==> src/rtl/mem_word_transfer_if.sv <==
// Request/response and byte-memory pins of mem_word_transfer.
// The sequencer uses the slave modport; the requester/memory side uses master.
interface mem_word_transfer_if #(
   parameter int unsigned DATA_BYTES = 4,
   parameter int unsigned ADDR_WIDTH = 16
);
   localparam int unsigned W  = 8 * DATA_BYTES;
   localparam int unsigned CW = $clog2(DATA_BYTES) + 1;

   logic                  Start;
   logic                  Write;
   logic [CW-1:0]         Count;
   logic                  SignExt;
   logic [ADDR_WIDTH-1:0] BaseAddr;
   logic [W-1:0]          WData;
   logic [W-1:0]          RData;
   logic                  Busy;
   logic                  Done;
   logic                  Err;
   logic [ADDR_WIDTH-1:0] Mem_Address;
   logic [7:0]            Mem_Data;
   logic                  Mem_WR;
   logic                  Mem_CS;
   logic [7:0]            MemOut;

   modport master (
      output Start, Write, Count, SignExt, BaseAddr, WData, MemOut,
      input  RData, Busy, Done, Err, Mem_Address, Mem_Data, Mem_WR, Mem_CS
   );

   modport slave (
      input  Start, Write, Count, SignExt, BaseAddr, WData, MemOut,
      output RData, Busy, Done, Err, Mem_Address, Mem_Data, Mem_WR, Mem_CS
   );
endinterface

==> src/rtl/mem_word_transfer.sv <==
// Multi-byte load/store sequencer between the word datapath and byte-wide memory.
// Define MWT_BIG_ENDIAN_EN to place the most significant transferred byte at the lowest address.
module mem_word_transfer #(
   parameter int unsigned DATA_BYTES = 4,
   parameter int unsigned ADDR_WIDTH = 16
) (
   input logic                Clock,
   input logic                Reset,
   mem_word_transfer_if.slave bus
);
   localparam int unsigned W  = 8 * DATA_BYTES;
   localparam int unsigned CW = $clog2(DATA_BYTES) + 1;
   localparam int unsigned SW = CW + 3;

`ifdef MWT_BIG_ENDIAN_EN
   localparam bit BigEndian = 1'b1;
`else
   localparam bit BigEndian = 1'b0;
`endif

   typedef enum logic [1:0] {IDLE, WRITE, READ, DONE} state_t;

   state_t                state, stateNext;
   logic [CW-1:0]         idx, idxNext, idxInc;
   logic [CW-1:0]         countQ, countNext;
   logic                  signExtQ, signExtNext;
   logic [ADDR_WIDTH-1:0] baseQ, baseNext;
   logic [W-1:0]          wdataQ, wdataNext;
   logic [W-1:0]          accQ, accNext;
   logic [W-1:0]          rdataQ, rdataNext;
   logic                  busyQ, busyNext;
   logic                  doneQ, doneNext;
   logic                  errQ, errNext;
   logic [ADDR_WIDTH-1:0] addrQ, addrNext;
   logic [7:0]            mdataQ, mdataNext;
   logic                  wrQ, wrNext;
   logic                  csQ, csNext;
   logic                  countLegal;
   logic [SW-1:0]         nBits;
   logic [W-1:0]          lowMask, signMask;

   // Data-byte lane that pairs with the transfer's i-th memory address.
   function automatic logic [CW-1:0] bytePos(input logic [CW-1:0] i, input logic [CW-1:0] n);
      return BigEndian ? CW'(n - i - CW'(1)) : i;
   endfunction

   assign idxInc     = idx + CW'(1);
   assign countLegal = (bus.Count != '0) && (bus.Count <= CW'(DATA_BYTES));
   assign nBits      = {countQ, 3'b000};
   assign lowMask    = ~({W{1'b1}} << nBits);
   assign signMask   = W'(1) << (nBits - SW'(1));

   always_comb begin
      stateNext   = state;
      idxNext     = idx;
      countNext   = countQ;
      signExtNext = signExtQ;
      baseNext    = baseQ;
      wdataNext   = wdataQ;
      accNext     = accQ;
      rdataNext   = rdataQ;
      busyNext    = busyQ;
      doneNext    = 1'b0;
      errNext     = 1'b0;
      addrNext    = addrQ;
      mdataNext   = mdataQ;
      wrNext      = wrQ;
      csNext      = csQ;

      case (state)
         IDLE, DONE: begin
            stateNext = IDLE;
            if (bus.Start) begin
               countNext   = bus.Count;
               signExtNext = bus.SignExt;
               baseNext    = bus.BaseAddr;
               wdataNext   = bus.WData;
               if (countLegal) begin
                  idxNext  = '0;
                  accNext  = '0;
                  busyNext = 1'b1;
                  addrNext = bus.BaseAddr;
                  csNext   = 1'b0;
                  if (bus.Write) begin
                     stateNext = WRITE;
                     wrNext    = 1'b1;
                     mdataNext = 8'(bus.WData >> {bytePos(CW'(0), bus.Count), 3'b000});
                  end else begin
                     stateNext = READ;
                  end
               end else begin
                  // Rejected request: completion with error, no memory access.
                  stateNext = DONE;
                  doneNext  = 1'b1;
                  errNext   = 1'b1;
               end
            end
         end

         WRITE: begin
            if (idxInc < countQ) begin
               idxNext   = idxInc;
               addrNext  = baseQ + ADDR_WIDTH'(idxInc);
               mdataNext = 8'(wdataQ >> {bytePos(idxInc, countQ), 3'b000});
            end else begin
               stateNext = DONE;
               busyNext  = 1'b0;
               doneNext  = 1'b1;
               csNext    = 1'b1;
               wrNext    = 1'b0;
            end
         end

         READ: begin
            // Address i goes out at idx=i; its data arrives one cycle later at idx=i+1.
            idxNext = idxInc;
            if (idx != '0)
               accNext = accQ | (W'(bus.MemOut) << {bytePos(idx - CW'(1), countQ), 3'b000});
            if (idxInc < countQ)
               addrNext = baseQ + ADDR_WIDTH'(idxInc);
            else
               csNext = 1'b1;
            if (idx == countQ) begin
               stateNext = DONE;
               busyNext  = 1'b0;
               doneNext  = 1'b1;
               rdataNext = (accNext & lowMask)
                         | ((signExtQ && ((accNext & signMask) != '0)) ? ~lowMask : '0);
            end
         end

         default: stateNext = IDLE;
      endcase
   end

   always_ff @(posedge Clock) begin
      if (Reset) begin
         state    <= IDLE;
         idx      <= '0;
         countQ   <= '0;
         signExtQ <= 1'b0;
         baseQ    <= '0;
         wdataQ   <= '0;
         accQ     <= '0;
         rdataQ   <= '0;
         busyQ    <= 1'b0;
         doneQ    <= 1'b0;
         errQ     <= 1'b0;
         addrQ    <= '0;
         mdataQ   <= '0;
         wrQ      <= 1'b0;
         csQ      <= 1'b1;
      end else begin
         state    <= stateNext;
         idx      <= idxNext;
         countQ   <= countNext;
         signExtQ <= signExtNext;
         baseQ    <= baseNext;
         wdataQ   <= wdataNext;
         accQ     <= accNext;
         rdataQ   <= rdataNext;
         busyQ    <= busyNext;
         doneQ    <= doneNext;
         errQ     <= errNext;
         addrQ    <= addrNext;
         mdataQ   <= mdataNext;
         wrQ      <= wrNext;
         csQ      <= csNext;
      end
   end

   // Reset deselects memory at once so an aborted store writes nothing more.
   assign bus.Mem_CS      = csQ | Reset;
   assign bus.Mem_WR      = wrQ & ~Reset;
   assign bus.Mem_Address = addrQ;
   assign bus.Mem_Data    = mdataQ;
   assign bus.RData       = rdataQ;
   assign bus.Busy        = busyQ;
   assign bus.Done        = doneQ;
   assign bus.Err         = errQ;
endmodule

==> src/flat_wrapper.sv <==
// flat-port wrapper written by rule: the top's interface ports become plain ports
module mem_word_transfer_flat 
#(
   parameter int unsigned DATA_BYTES = 4,
   parameter int unsigned ADDR_WIDTH = 16
)
  (Clock, Reset, bus_Start, bus_Write, bus_Count, bus_SignExt, bus_BaseAddr, bus_WData, bus_MemOut, bus_RData, bus_Busy, bus_Done, bus_Err, bus_Mem_Address, bus_Mem_Data, bus_Mem_WR, bus_Mem_CS);
  mem_word_transfer_if #(.DATA_BYTES(DATA_BYTES), .ADDR_WIDTH(ADDR_WIDTH)) bus_i ();
  input logic Clock;
  input logic Reset;
  input wire logic [$bits(bus_i.Start)-1:0] bus_Start;
  input wire logic [$bits(bus_i.Write)-1:0] bus_Write;
  input wire logic [$bits(bus_i.Count)-1:0] bus_Count;
  input wire logic [$bits(bus_i.SignExt)-1:0] bus_SignExt;
  input wire logic [$bits(bus_i.BaseAddr)-1:0] bus_BaseAddr;
  input wire logic [$bits(bus_i.WData)-1:0] bus_WData;
  input wire logic [$bits(bus_i.MemOut)-1:0] bus_MemOut;
  output wire logic [$bits(bus_i.RData)-1:0] bus_RData;
  output wire logic [$bits(bus_i.Busy)-1:0] bus_Busy;
  output wire logic [$bits(bus_i.Done)-1:0] bus_Done;
  output wire logic [$bits(bus_i.Err)-1:0] bus_Err;
  output wire logic [$bits(bus_i.Mem_Address)-1:0] bus_Mem_Address;
  output wire logic [$bits(bus_i.Mem_Data)-1:0] bus_Mem_Data;
  output wire logic [$bits(bus_i.Mem_WR)-1:0] bus_Mem_WR;
  output wire logic [$bits(bus_i.Mem_CS)-1:0] bus_Mem_CS;
  assign bus_i.Start = bus_Start;
  assign bus_i.Write = bus_Write;
  assign bus_i.Count = bus_Count;
  assign bus_i.SignExt = bus_SignExt;
  assign bus_i.BaseAddr = bus_BaseAddr;
  assign bus_i.WData = bus_WData;
  assign bus_i.MemOut = bus_MemOut;
  assign bus_RData = bus_i.RData;
  assign bus_Busy = bus_i.Busy;
  assign bus_Done = bus_i.Done;
  assign bus_Err = bus_i.Err;
  assign bus_Mem_Address = bus_i.Mem_Address;
  assign bus_Mem_Data = bus_i.Mem_Data;
  assign bus_Mem_WR = bus_i.Mem_WR;
  assign bus_Mem_CS = bus_i.Mem_CS;
  mem_word_transfer #(.DATA_BYTES(DATA_BYTES), .ADDR_WIDTH(ADDR_WIDTH)) u_core (.Clock(Clock), .Reset(Reset), .bus(bus_i));
endmodule
==> config.mk <==
export PLATFORM = sky130hd
export DESIGN_NAME = mem_word_transfer_flat
export DESIGN_NICKNAME = d
export VERILOG_FILES = /design/src/rtl/mem_word_transfer_if.sv /design/src/rtl/mem_word_transfer.sv /design/src/flat_wrapper.sv
export SDC_FILE = /design/constraint.sdc
export NUM_CORES = 1
export LEC_CHECK = 0
export BUFFER_PORTS_ARGS = -buffer_cell sky130_fd_sc_hd__buf_4
export CORE_AREA = 2 2 133 135
export CTS_CLUSTER_DIAMETER = 100
export CTS_CLUSTER_SIZE = 40
export DETAILED_ROUTE_END_ITERATION = 6
export DIE_AREA = 0 0 135 137
export GPL_ROUTABILITY_DRIVEN = 0
export SETUP_SLACK_MARGIN = 0.02
export SLEW_MARGIN = 40
export SYNTH_ARGS = -nofsm -noshare
export SYNTH_HDL_FRONTEND = slang
export SYNTH_SLANG_ARGS = --single-unit
==> constraint.sdc <==
create_clock -name Clock -period 3.63 [get_ports Clock]
set_clock_uncertainty 0.15 [all_clocks]
set_input_delay 0.1815 -clock Clock [delete_from_list [all_inputs] [get_ports Clock]]
set_output_delay 0.1815 -clock Clock [all_outputs]
set_load 0.01 [all_outputs]
==> summary.md <==
| Metric | Value |
|---|---|
| Status | complete, no violations |
| CP dominant cell by count | inv_1 |
| Tmin final | between 3000 and 4000 ps |
| Adder-Cell Fraction of Synth Area | 2.347% |
| Slowest cell on crit path | ha_1 |
| Area contributors post-synth | dfxtp_1, nand2_1, a21oi_1 |
| Mux contribution to synthesized area | between 3 and 4% |
| Synth unique cells | a little over 60 |
| CTS tree | built |
| CP Buf/Inv Count | 2 |
| Worst slack, placed | 579.5 ps |
| Largest family of logic cells by synthesized area | compound AO/OA/AOI/OAI gates |
| R2R cell count | 9 |
| Number of enable flip-flop cells after synthesis | 0 |
| Pin count of the biggest net entering global routing | slightly below 60 |
| Setup tns final | 0 ps |
| Cell breakdown of the critical path | inv_1 > ha_1 > inv_1 > fa_1 > nor2b_1 > o2111ai_1 > xnor2_1 > nor2_1 > o41ai_1 |
| Worst r2r src | u_core.idx[0] |
| Area Growth Syn to Fin | 33.85% |
| Final ANT Viol Nets | 0 |
| Arrival time at the worst endpoint | between 3000 and 4000 ps |
| Initial core utilization | roughly two fifths |
| Combinational cell fraction of total power | between 40% and 50% |
| Synthesis-stage register bit count | 150 |
| I/O Buffers | approximately 120 |
| I/O Pins | 125 |
| Delay-heaviest family, CP | adder cells |
| CTS root buffer | clkbuf_16 |
| Remaining global-route overflow | 0 |
| # nets final | roughly 1000 |
| Die area | about 18000 um^2 |
| Clock share of power | between 20% and 30% |
| Crit Path Max Fanout | 10 |
| WHS Path Cells | 5 |
| Tightest Hold Check Type | in2reg |
| Psw | around 2.6 mW |
| FF-to-FF End | u_core.bus.Mem_Address[6] |
| YS warnings | 0 |
| Critical path class | reg2reg |
| Clk_lat worst skew | 420 ps |
| Fmax | 329.3 MHz |
| Asr flop ratio synth | 0% |
| Share of cells above drive strength 1 | between 20% and 30% |
| Setup crit start kind | register |
| Largest area contributor in the netlist | dfxtp_1 |
| Num CTS Buffers | 17 |
| Initial antenna violation count | 0 |
| Mapped Cells | a little under 800 |
| Sequential share of the synthesized area | approximately 45% |
| Fin. Hold Viols | 0 |
| Most frequent cells after synthesis | nand2_1, dfxtp_1, a21oi_1 |
| Rel. slew slack | roughly half |
| Global-route wire length before repair | 30920 um |
| Post-CTS Setup Bufs | 0 |
| Max stage delay on crit path | around 500 ps |
| Clk buf depth | 2 |
| XOR/XNOR share of the synthesized area | 2.347% |
| DR vias | 6171 |
| Core area | 17060 um^2 |
| Vias per inst | around 5.2 |
| LEAKAGE | 3.451 nW |
| Compound-Gate Fraction of Synth Area | between 20% and 30% |
| P per Cell Area | ~770 nW/um^2 |
| Critical Path Sink Type | register |
| Sinks on Clock Net | 150 |
| Synthesized net count | about 870 |
| TritonRoute pass-1 iters | 5 |
| Worst Hold Launch | bus_MemOut[5] |
| Syn Area/Cell | roughly 8.5 um^2 |
| Crit path required time | around 3800 ps |
| Final setup margin | between 500 and 600 ps |
| Worst vdd rail ir drop | 0.3718 mV |
| Row count | 48 |
| Max Cap Violations | 0 |
| Number of antenna repair diodes | 0 |
| Internal power | approximately 4.3 mW |
| Total GRT Usage | 21.24% |
| Fillcell total | about 1600 |
| Yosys top cell area share | 44.71% |
| Most numerous cell in the Yosys netlist | nand2_1 |
| H-tree depth | 4 |
| Die W | roughly 140 um |
| # setup viols final | 0 |
| Hold worst-path end | u_core.accQ[29] |
| Vias in the first global route | slightly below 6000 |
| Final wirelength | roughly 19000 um |
| Post_cts resized | 0 |
| Reg power frac | about a third |
| Hold slack | between 40 and 50 ps |
| RSZ-0062 raised after global routing | no |
| Synth Cell Area | 6716 um^2 |
| Predominant post-synthesis flop cell | dfxtp_1 |
| Switching share of power | 37.69% |
| HPWL after DPL | roughly 13000 um |
| Die Y | between 100 and 150 um |
| DRC | 0 |
| R2R Setup Slk | about 590 ps |
| Wire per inst | roughly 16 um |
| Clk slew on worst S/H paths | 60 ps |
| Total power | 6.913 mW |
| Final Slew Violations | 0 |
| First DRT Iteration DRCs | about 350 |
| Simple-gate portion of the synthesized area | between 10% and 20% |
| Worst-margin pin slew | 761.1 ps |
| Tcrit/Tclk final | a little over four fifths |
-- worst min-delay path, cell delays in order --
cell     delay [ps]
buf_4           120
nand2_1          60
nor2_1           70
nand2_1          60
o21ai_0          70
-- cells in the final DEF, fill, tap and decap left out, types with 4 or more instances in the layout --
cell	Yosys	layout
xor2_1	9	9
nor2_1	52	50
a211oi_1	23	23
clkinvlp_4	0	5
nor4_1	6	6
ha_1	11	11
o2111ai_1	7	7
a31oi_1	9	9
nor3b_1	10	10
a21oi_1	79	79
o21ai_0	23	23
a2111oi_0	13	13
buf_4	2	138
nand2_1	157	157
and3_1	4	4
o211ai_1	5	5
or3_1	7	7
and2_1	9	8
a32o_1	11	11
nand4_1	5	5
mux4_2	8	8
inv_1	17	17
xnor2_1	9	9
a22o_1	11	11
a22oi_1	11	11
dlygate4sd3_1	0	59
clkbuf_16	0	17
bufinv_16	0	4
o22ai_1	7	7
nor2b_1	5	5
o21ai_1	11	11
nand2b_1	6	6
nor3_1	12	12
dfxtp_1	150	150
-- power by group through the flow --
stage / registers (mW) / clock network [mW] / logic, mW
global route: 2.33 / 1.97 / 3.08
floorplan: 2.32 / 0 / 1.77
detailed placement: 2.31 / 0 / 2.73
finish: 2.28 / 1.87 / 2.76
CTS: 2.28 / 1.89 / 2.78
global placement: 2.32 / 0 / 2.70
-- how the worst max path moves through the flow --
| stage | from | to | cells past startpoint |
|---|---|---|---|
| 2_1_floorplan | u_core.idx[0] | u_core.bus.Mem_Address[6] | 11 |
| 3_3_place_gp | u_core.idx[0] | u_core.bus.Mem_Address[6] | 9 |
| 3_5_place_dp | u_core.idx[0] | u_core.bus.Mem_Address[6] | 9 |
| 4_1_cts | u_core.idx[0] | u_core.bus.Mem_Address[6] | 9 |
| 5_1_grt | u_core.idx[0] | u_core.bus.Busy | 10 |
| 6_report | u_core.idx[0] | u_core.bus.Mem_Address[6] | 9 |
-- layout make-up --
class / count / area, um^2 / area share, %
multi-input cells: 560 / 3388 / 37.69
flip-flops and latches: 150 / 3003 / 33.40
repair buffers: 197 / 1627 / 18.09
clock buffers: 20 / 446.7 / 4.969
well taps: 225 / 281.5 / 3.132
clock inverters: 12 / 176.4 / 1.962
inverters: 18 / 67.56 / 0.7516
-- per-layer routing --
metal	up-vias	global-route usage [%]	share of wire (%)
li1	3133	-	-
met1	2851	27.65	47
met2	160	35.19	47
met3	27	4.778	4.5
met4	0	6.597	1.6
met5	-	0	0
-- logic make-up (layout without fill, tap and decap cells) --
family	count (synthesis)	count (layout)
muxes	14	14
AOI/OAI and AO/OA	226	226
and+or+nand+nor	290	290
adders and majority gates	12	12
xor gates and xnor gates	18	18
DFF	150	150
buffers and inverters	79	247
-- registers in the layout (all words and copies together) (netlist names) --
| name | cells |
|---|---|
| u_core.bus.Done | 1 |
| u_core.wdataQ | 32 |
| u_core.wrQ | 1 |
| u_core.bus.Mem_Address | 16 |
| u_core.csQ | 1 |
| u_core.bus.Err | 1 |
| u_core.countQ | 3 |
| u_core.state | 2 |
| u_core.accQ | 32 |
| u_core.signExtQ | 1 |
| u_core.baseQ | 16 |
| u_core.bus.Busy | 1 |
| u_core.bus.Mem_Data | 8 |
| u_core.bus.RData | 32 |
| u_core.idx | 3 |
-- metrics by stage --
| step | cells | util, % | cell area, um^2 |
|---|---|---|---|
| after floorplan | 789 | - | 6716 |
| after global placement | 1091 | 45.58 | 7774 |
| after detailed placement | 1091 | 45.59 | 7776 |
| after CTS | 1182 | 52.71 | 8990 |
| after global routing | 1182 | 52.71 | 8990 |
| final | 1182 | 52.71 | 8990 |
-- what timing repair did --
item / CTS / global route
setup endpoints to repair: 0 / 0
endpoints found under the hold margin: 88 / 0
hold buffers: 59 / 0
Power figures use the tool's default switching activity.
